<file path="config.mk">
export PLATFORM = sky130hd
export DESIGN_NAME = fsm_10111_sync_tx_flat
export DESIGN_NICKNAME = d
export VERILOG_FILES = /design/src/rtl/fsm_10111_sync_tx_if.sv /design/src/rtl/fsm_10111_sync_tx.sv /design/src/flat_wrapper.sv
export SDC_FILE = /design/constraint.sdc
export NUM_CORES = 1
export LEC_CHECK = 0
export CAP_MARGIN = 0
export CORE_UTILIZATION = 35
export DETAILED_ROUTE_END_ITERATION = 8
export HOLD_SLACK_MARGIN = 0.1
export PLACE_DENSITY = 0.56
export SKIP_LAST_GASP = 1
export SYNTH_ARGS = -nofsm -noshare
export SYNTH_HDL_FRONTEND = slang
export SYNTH_SLANG_ARGS = --single-unit
</file>
<file path="constraint.sdc">
create_clock -name clk -period 3.5 [get_ports clk]
set_clock_uncertainty 0.15 [all_clocks]
set_input_delay 0.7 -clock clk [delete_from_list [all_inputs] [get_ports clk]]
set_output_delay 0.7 -clock clk [all_outputs]
set_load 0.01 [all_outputs]
</file>
<file path="src/rtl/fsm_10111_sync_tx_if.sv">
// Frame transmitter handshake and serial line bundle.
interface fsm_10111_sync_tx_if #(
  parameter int unsigned DATA_W = 8
);
  logic              start;
  logic [DATA_W-1:0] data_in;
  logic              ready;
  logic              tx_bit;
  logic              tx_valid;
  logic              stuff;
  logic              done;

  modport master (
    output start, data_in,
    input  ready, tx_bit, tx_valid, stuff, done
  );

  modport slave (
    input  start, data_in,
    output ready, tx_bit, tx_valid, stuff, done
  );
endinterface

</file>
<file path="src/rtl/fsm_10111_sync_tx.sv">
// Serial frame transmitter: sync word, bit-stuffed payload, idle gap.
// Stuffing keeps the sync word from reappearing anywhere after the sync field.
module fsm_10111_sync_tx #(
  parameter int unsigned            PAT_LEN    = 5,
  parameter logic [PAT_LEN-1:0]     PATTERN    = PAT_LEN'(5'b10111),
  parameter int unsigned            DATA_W     = 8,
  parameter int unsigned            GAP_CYCLES = 2
) (
  input  logic                    clk,
  input  logic                    rst,
  fsm_10111_sync_tx_if.slave      bus
);

  localparam int unsigned HIST_W  = PAT_LEN - 1;
  localparam int unsigned SHIFT_W = PAT_LEN + DATA_W;
  localparam int unsigned MAX_A   = (PAT_LEN > DATA_W) ? PAT_LEN : DATA_W;
  localparam int unsigned MAX_CNT = (MAX_A > GAP_CYCLES) ? MAX_A : GAP_CYCLES;
  localparam int unsigned CNT_W   = $clog2(MAX_CNT + 1);

  // A stuff bit goes out whenever the history equals the sync word minus its last bit.
  localparam logic [HIST_W-1:0] STUFF_HIST = PATTERN[PAT_LEN-1:1];
  localparam logic              STUFF_BIT  = ~PATTERN[0];

  typedef enum logic [1:0] {
    S_IDLE,
    S_SYNC,
    S_DATA,
    S_GAP
  } state_e;

  state_e              state_q, state_d;
  logic [CNT_W-1:0]    cnt_q, cnt_d;
  logic [SHIFT_W-1:0]  shreg_q, shreg_d;
  logic [HIST_W-1:0]   hist_q, hist_d;
  logic                ready_q, ready_d;
  logic                tx_bit_q, tx_bit_d;
  logic                tx_valid_q, tx_valid_d;
  logic                stuff_q, stuff_d;
  logic                done_q, done_d;

  // State and registered outputs
  always_ff @(posedge clk) begin
    if (rst) begin
      state_q    <= S_IDLE;
      cnt_q      <= '0;
      shreg_q    <= '0;
      hist_q     <= '0;
      ready_q    <= 1'b1;
      tx_bit_q   <= 1'b0;
      tx_valid_q <= 1'b0;
      stuff_q    <= 1'b0;
      done_q     <= 1'b0;
    end else begin
      state_q    <= state_d;
      cnt_q      <= cnt_d;
      shreg_q    <= shreg_d;
      hist_q     <= hist_d;
      ready_q    <= ready_d;
      tx_bit_q   <= tx_bit_d;
      tx_valid_q <= tx_valid_d;
      stuff_q    <= stuff_d;
      done_q     <= done_d;
    end
  end

  // Next state and the line values presented after the coming edge
  always_comb begin
    state_d    = state_q;
    cnt_d      = cnt_q;
    shreg_d    = shreg_q;
    hist_d     = hist_q;
    ready_d    = 1'b0;
    tx_bit_d   = 1'b0;
    tx_valid_d = 1'b0;
    stuff_d    = 1'b0;
    done_d     = 1'b0;

    unique case (state_q)
      S_IDLE: begin
        ready_d = 1'b1;
        if (bus.start && ready_q) begin
          // Sync word and payload share one MSB-first shifter.
          ready_d = 1'b0;
          shreg_d = {PATTERN, bus.data_in};
          cnt_d   = '0;
          state_d = S_SYNC;
        end
      end

      S_SYNC: begin
        tx_valid_d = 1'b1;
        tx_bit_d   = shreg_q[SHIFT_W-1];
        shreg_d    = {shreg_q[SHIFT_W-2:0], 1'b0};
        hist_d     = {hist_q[HIST_W-2:0], tx_bit_d};
        if (cnt_q == CNT_W'(PAT_LEN - 1)) begin
          cnt_d   = '0;
          state_d = S_DATA;
        end else begin
          cnt_d = cnt_q + CNT_W'(1);
        end
      end

      S_DATA: begin
        tx_valid_d = 1'b1;
        if (hist_q == STUFF_HIST) begin
          // Payload bit is held; only the stuff bit goes out this slot.
          stuff_d  = 1'b1;
          tx_bit_d = STUFF_BIT;
        end else begin
          tx_bit_d = shreg_q[SHIFT_W-1];
          shreg_d  = {shreg_q[SHIFT_W-2:0], 1'b0};
          if (cnt_q == CNT_W'(DATA_W - 1)) begin
            done_d  = 1'b1;
            cnt_d   = '0;
            state_d = (GAP_CYCLES == 0) ? S_IDLE : S_GAP;
          end else begin
            cnt_d = cnt_q + CNT_W'(1);
          end
        end
        hist_d = {hist_q[HIST_W-2:0], tx_bit_d};
      end

      S_GAP: begin
        hist_d = {hist_q[HIST_W-2:0], 1'b0};
        if (cnt_q == CNT_W'(GAP_CYCLES - 1)) begin
          cnt_d   = '0;
          state_d = S_IDLE;
        end else begin
          cnt_d = cnt_q + CNT_W'(1);
        end
      end

      default: begin
        state_d = S_IDLE;
        cnt_d   = '0;
      end
    endcase
  end

  assign bus.ready    = ready_q;
  assign bus.tx_bit   = tx_bit_q;
  assign bus.tx_valid = tx_valid_q;
  assign bus.stuff    = stuff_q;
  assign bus.done     = done_q;

endmodule

</file>
<file path="src/flat_wrapper.sv">
// flat-port wrapper written by rule: the top's interface ports become plain ports
module fsm_10111_sync_tx_flat 
#(
  parameter int unsigned            PAT_LEN    = 5,
  parameter logic [PAT_LEN-1:0]     PATTERN    = PAT_LEN'(5'b10111),
  parameter int unsigned            DATA_W     = 8,
  parameter int unsigned            GAP_CYCLES = 2
)
  (clk, rst, bus_start, bus_data_in, bus_ready, bus_tx_bit, bus_tx_valid, bus_stuff, bus_done);
  fsm_10111_sync_tx_if #(.DATA_W(DATA_W)) bus_i ();
  input  logic clk;
  input  logic rst;
  input wire logic [$bits(bus_i.start)-1:0] bus_start;
  input wire logic [$bits(bus_i.data_in)-1:0] bus_data_in;
  output wire logic [$bits(bus_i.ready)-1:0] bus_ready;
  output wire logic [$bits(bus_i.tx_bit)-1:0] bus_tx_bit;
  output wire logic [$bits(bus_i.tx_valid)-1:0] bus_tx_valid;
  output wire logic [$bits(bus_i.stuff)-1:0] bus_stuff;
  output wire logic [$bits(bus_i.done)-1:0] bus_done;
  assign bus_i.start = bus_start;
  assign bus_i.data_in = bus_data_in;
  assign bus_ready = bus_i.ready;
  assign bus_tx_bit = bus_i.tx_bit;
  assign bus_tx_valid = bus_i.tx_valid;
  assign bus_stuff = bus_i.stuff;
  assign bus_done = bus_i.done;
  fsm_10111_sync_tx #(.PAT_LEN(PAT_LEN), .PATTERN(PATTERN), .DATA_W(DATA_W), .GAP_CYCLES(GAP_CYCLES)) u_core (.clk(clk), .rst(rst), .bus(bus_i));
endmodule
</file>
Word level (Yosys, flattened, before mapping):

Index checks and enable logic that the tools add are counted.

* reduce and logical (&&, ||, !) cells: 10
* bitwise logic cells: 1
* div/mod/pow operators: 0
* equal/unequal tests: 12
* multipliers: 0
* add/subtract/negate cells: 1
* shift operators: 0
* magnitude comparators: 0
* muxes and demuxes: 23

Operators with widths (count)
* 13-bit case mux with 3 select lines: 1
* 13-bit two-way mux: 2
* 4-bit two-way mux: 5
* 4-bit case mux with 4 select lines: 1
* 4-bit case mux with 3 select lines: 1
* 2-bit two-way mux: 5
* 4-bit by 3-bit equality test with 1-bit output (second input constant): 2
* 2-bit by 1-bit != test with 1-bit output (second input constant): 4
* 2-bit case mux with 4 select lines: 1
* 1-bit two-way mux: 6
* 3-bit nonzero test: 2
* 5-bit AND reduction: 1
* 4-bit by 1-bit adder with 4-bit output (second input constant): 1
* 2-bit equality test (second input constant): 2
* 4-bit by 1-bit equality test with 1-bit output (second input constant): 1
* 4-bit equality test (second input constant): 1
* 2-bit OR reduction: 2
* 3-bit AND reduction: 1
* 3-bit OR reduction: 1
* 2-bit by 1-bit equality test with 1-bit output (second input constant): 1
* 2-bit logical NOT: 1
* 2-bit != test (second input constant): 1
* 1-bit case mux with 2 select lines: 1
* 2-bit AND reduction: 1
* other kinds (2): 2

* logic and storage cells: 56
* memory bits (writable): 0
* latch bits: 0
* input bits: 11
* memories kept: 0
* memory bits (read-only): 0
* register bits: 28

Logic depth before layout (Yosys ltp):

* depth after elaboration: 4
* depth in mapped cells: 8

Worst setup path after synthesis:

No wires, ideal clock.

* path type: register to register
* from: register u_core.state_q[0]
* to: register u_core.shreg_q[0]
* path buffers: 2
* setup slack: 1.622 ns
* period minus slack after synthesis: 1.878 ns
* arrival time: 1.657 ns
* cell stages (with the launch flop): 9
* library setup time: 0.071 ns
* cells stage by stage: dfxtp_1 -> inv_1 -> ha_1 -> buf_2 -> a21boi_1 -> a211oi_4 -> buf_6 -> nand3b_1 -> a21oi_1

* cells in the longest elaborated chain, start to end: 3
* elaborated cells between the ends (all ways): 8
* classes of those cells: 4 x eq/ne; 1 x mux; 3 x reduce/logical

RTL lines
* start, declared: RTL line fsm_10111_sync_tx.sv:31 `state_e state_q, state_d;`
* start signal, assigned: RTL line fsm_10111_sync_tx.sv:54 `state_q <= state_d;`
* 2-bit equality test, or another cell as far along: RTL line fsm_10111_sync_tx.sv:78 `unique case (state_q)`
* 2-bit != test (no line), or another cell as far along
* 3-bit AND reduction (no line)
* end signal, assigned: RTL line fsm_10111_sync_tx.sv:56 `shreg_q <= shreg_d;`
* end, declared: RTL line fsm_10111_sync_tx.sv:33 `logic [SHIFT_W-1:0] shreg_q, shreg_d;`

Parallel ways exist; a longest one is shown, timed or not.
A chain may end at the register's enable or synchronous reset.

Final worst setup path:

* from: register u_core.state_q[0]
* to: register u_core.shreg_q[10]

The elaborated chain is that of the path after synthesis.

==> results.toml <==
[outcome]
run_status = "finished, final reports clean"

[job]
cap_violations = 0

[min_path]
holdPathStages = 2
hold_start = "u_core.shreg_q[11]"
hp-class = "register to register"
min_to = "u_core.shreg_q[12]"

[sta]
rsz0062_at_grt = "false"
fin_ws_ns = 1.400
worst_pin_slew_ns = 0.5493
final_hold_viol_count = 0
period_share = 0.6001
tns_ns = 0
min_period_ns = 2.100
slew_viol_final = 0
fmax_mhz = 476.1
setup-violations-final = 0
max_slew_margin = 0.6338

[critical_path]
timing.rr.end = "u_core.shreg_q[10]"
path_depth = 7
cp_cell_sequence = "inv_1 > ha_1 > a21boi_1 > a211oi_4 > buf_4 > nor2_1 > a311oi_1"
reg2reg_slack_ns = 1.40
start_kind = "register"
cp.arrival_ns = 2.14
worst_setup_path_end_kind = "register"
r2r_start = "u_core.state_q[0]"
crit_required_ns = 3.54
slowest_stage = "dfxtp_1"
max_stage_delay_ns = 0.39
criticalPathCategory = "register to register"
reg2regPathDepth = 7
crit_buf_inv = 2
path_delay_family = "compound AO/OA/AOI/OAI gates"
worstPathMaxFanout = 24

[logic_synthesis]
yosysWarnings = 0
synthCells = 143
synth.net_count = 162
synth_area_sq_mm = 0.001374
seq_area_frac_synth = 0.4080
syn_area_per_cell_sq_um = 9.607
synth-seq-cells = 28
synthDistinctLibCells = 35

[die]
die_h_um = 64.65
dieWidth_um = 64.65
die-area_sq_mm = 0.004180
core_sq_mm = 0.003716
io_pins = 16
start_util = 0.3697
num_rows = 22

[placement]
dp_hpwl_mm = 1.796
place_area_sq_mm = 0.001530
io_buffer_count = 15
place_congestion = 0.8525
place_ws_ns = 1.153

[drt]
vias = 1043
drc = 0
viasPerCell = 5.163
drt_iter0_drc = 44
dr.pass1.iters = 4
postRouteWirelength_mm = 2.436
drt-wirelength-per-cell_um = 12.06
drtAntennaViolNets = 0

[grt]
grt_max_degree = 25
grt.total_usage = 0.1309
grt_pass1_wl_mm = 4.284
antenna_found_initial = 0
grt_pass1_vias = 1037
grt_overflow = 0

[pwr]
pwr-share-seq = 0.368
vdd_ir_drop_max_uv = 338.7
pwr-share-clk = 0.202
swShare = 0.3647
power.density_mw_per_mm2 = 775.1
leakage_uw = 0.0006158
comb_power_share = 0.429
power_switching_uw = 452.7
p_int_uw = 788.7

[clock_network]
postCtsHoldBufs = 0
cts_made_buffers = 3
cts_tree = "built"
clock-root-buffer = "clkbuf_8"
clock_latency_ns = 0.27
postCtsSetupRepairBufs = 0
clk_pin_slew_ns = 0.09
cts_resized = 0
htree_levels = 1
cts.path.max_buffers = 2
cts_sinks = 28

[final_layout]
fin_area_sq_mm = 0.001602
diodes = 0
fin_nets = 174
final_cell_mix = "28 x dfxtp_1, 18 x nor2_1, 15 x clkdlybuf4s50_1, 13 x inv_1, 10 x mux2i_1"
syn2layout_area_growth_pct = 16.58
drive_gt1_frac = 0.1169
final_common_cell = "dfxtp_1"
[per-layer routing]
metal / GRT usage / up-vias / share of wire
met3: 0.04577 / 4 / 0.032
met4: 0.05278 / 0 / 0.014
met5: 0 / - / 0
met1: 0.1453 / 498 / 0.50
met2: 0.2263 / 18 / 0.46
li1: - / 523 / -
[cells in the mapped netlist (all sizes together)]
cell	n	area (sq um)
a211oi	9	115.1
a21boi	1	7.510
a21o	1	8.760
a21oi	7	35.03
a311oi	4	35.03
a31oi	1	6.260
a32oi	1	8.760
and3b	1	8.760
and4b	1	13.76
buf	5	50.04
clkbuf	5	18.77
dfxtp	28	560.5
ha	8	100.1
inv	13	48.80
mux2i	10	100.1
nand2	4	15.01
nand2b	1	6.260
nand3	5	25.02
nand3b	1	7.510
nand4	1	6.260
nor2	18	67.56
nor2b	1	6.260
nor3	3	15.01
nor4b	2	17.52
nor4bb	1	10.01
o21ai	4	20.02
o22ai	1	6.260
o311a	1	10.01
o31ai	2	15.01
o32ai	1	16.27
or2	1	6.260
or3	1	6.260
[layout make-up]
cell class / count / area, sq um
timing repair buffer: 17 / 165.2
clock buffer: 3 / 41.29
clock inverter: 1 / 30.03
fill: 381 / 2115
inverter: 13 / 48.80
sequential: 28 / 560.5
tap: 48 / 60.06
multi-input combinational: 92 / 695.7
[cells by family (layout without fill, tap and decap cells)]
logic type | after synthesis | in the layout | synth area share
AO/OA/AOI/OAI | 33 | 33 | 0.2067
AND/OR/NAND/NOR | 41 | 41 | 0.1539
flip-flops | 28 | 28 | 0.4080
multiplexers | 10 | 10 | 0.07286
adder cells (fa/ha/maj) | 8 | 8 | 0.07286
buffers and inverters | 23 | 34 | 0.08561
[power groups by stage]
stage	clock network [uW]	registers [uW]	logic (uW)
3_5_place_dp	0	465	539
2_1_floorplan	0	459	462
3_3_place_gp	0	462	524
5_1_grt	271	470	590
6_report	251	457	533
4_1_cts	259	458	541
[sequential cells by signal, indices dropped and copies added (netlist names)]
name / count
u_core.state_q: 2
u_core.bus.done: 1
u_core.bus.ready: 1
u_core.bus.tx_bit: 1
u_core.bus.stuff: 1
u_core.cnt_q: 4
u_core.bus.tx_valid: 1
u_core.shreg_q: 13
u_core.hist_q: 4
[worst reg2reg max path, stage by stage, from the launching register on]
cell and delay (ns):
dfxtp_1 0.39, inv_1 0.10, ha_1 0.34, a21boi_1 0.23, a211oi_4 0.21, buf_4 0.30, nor2_1 0.07, a311oi_1 0.22
[metrics by stage]
step	power, uW	instances	utilization	hold slack (ns)
floorplan	921.1	143	-	0.2884
global placement	985.8	198	0.4118	0.2959
detailed placement	1004	198	0.4118	0.3021
CTS	1259	202	0.4310	0.3228
global route	1332	202	0.4310	0.3474
finish	1241	202	0.4310	0.3095
[worst max-delay path by stage]
stage                                  from                 end  slack [ns]
after CTS                 u_core.state_q[0]   u_core.shreg_q[8]        1.38
after global placement            bus_start  u_core.shreg_q[10]        1.17
final                     u_core.state_q[0]  u_core.shreg_q[10]        1.40
after floorplan           u_core.state_q[0]   u_core.shreg_q[0]        1.62
after global routing      u_core.state_q[1]   u_core.shreg_q[8]        1.18
after detailed placement          bus_start   u_core.shreg_q[8]        1.15
Note: power is estimated with default switching activity, not from simulation.
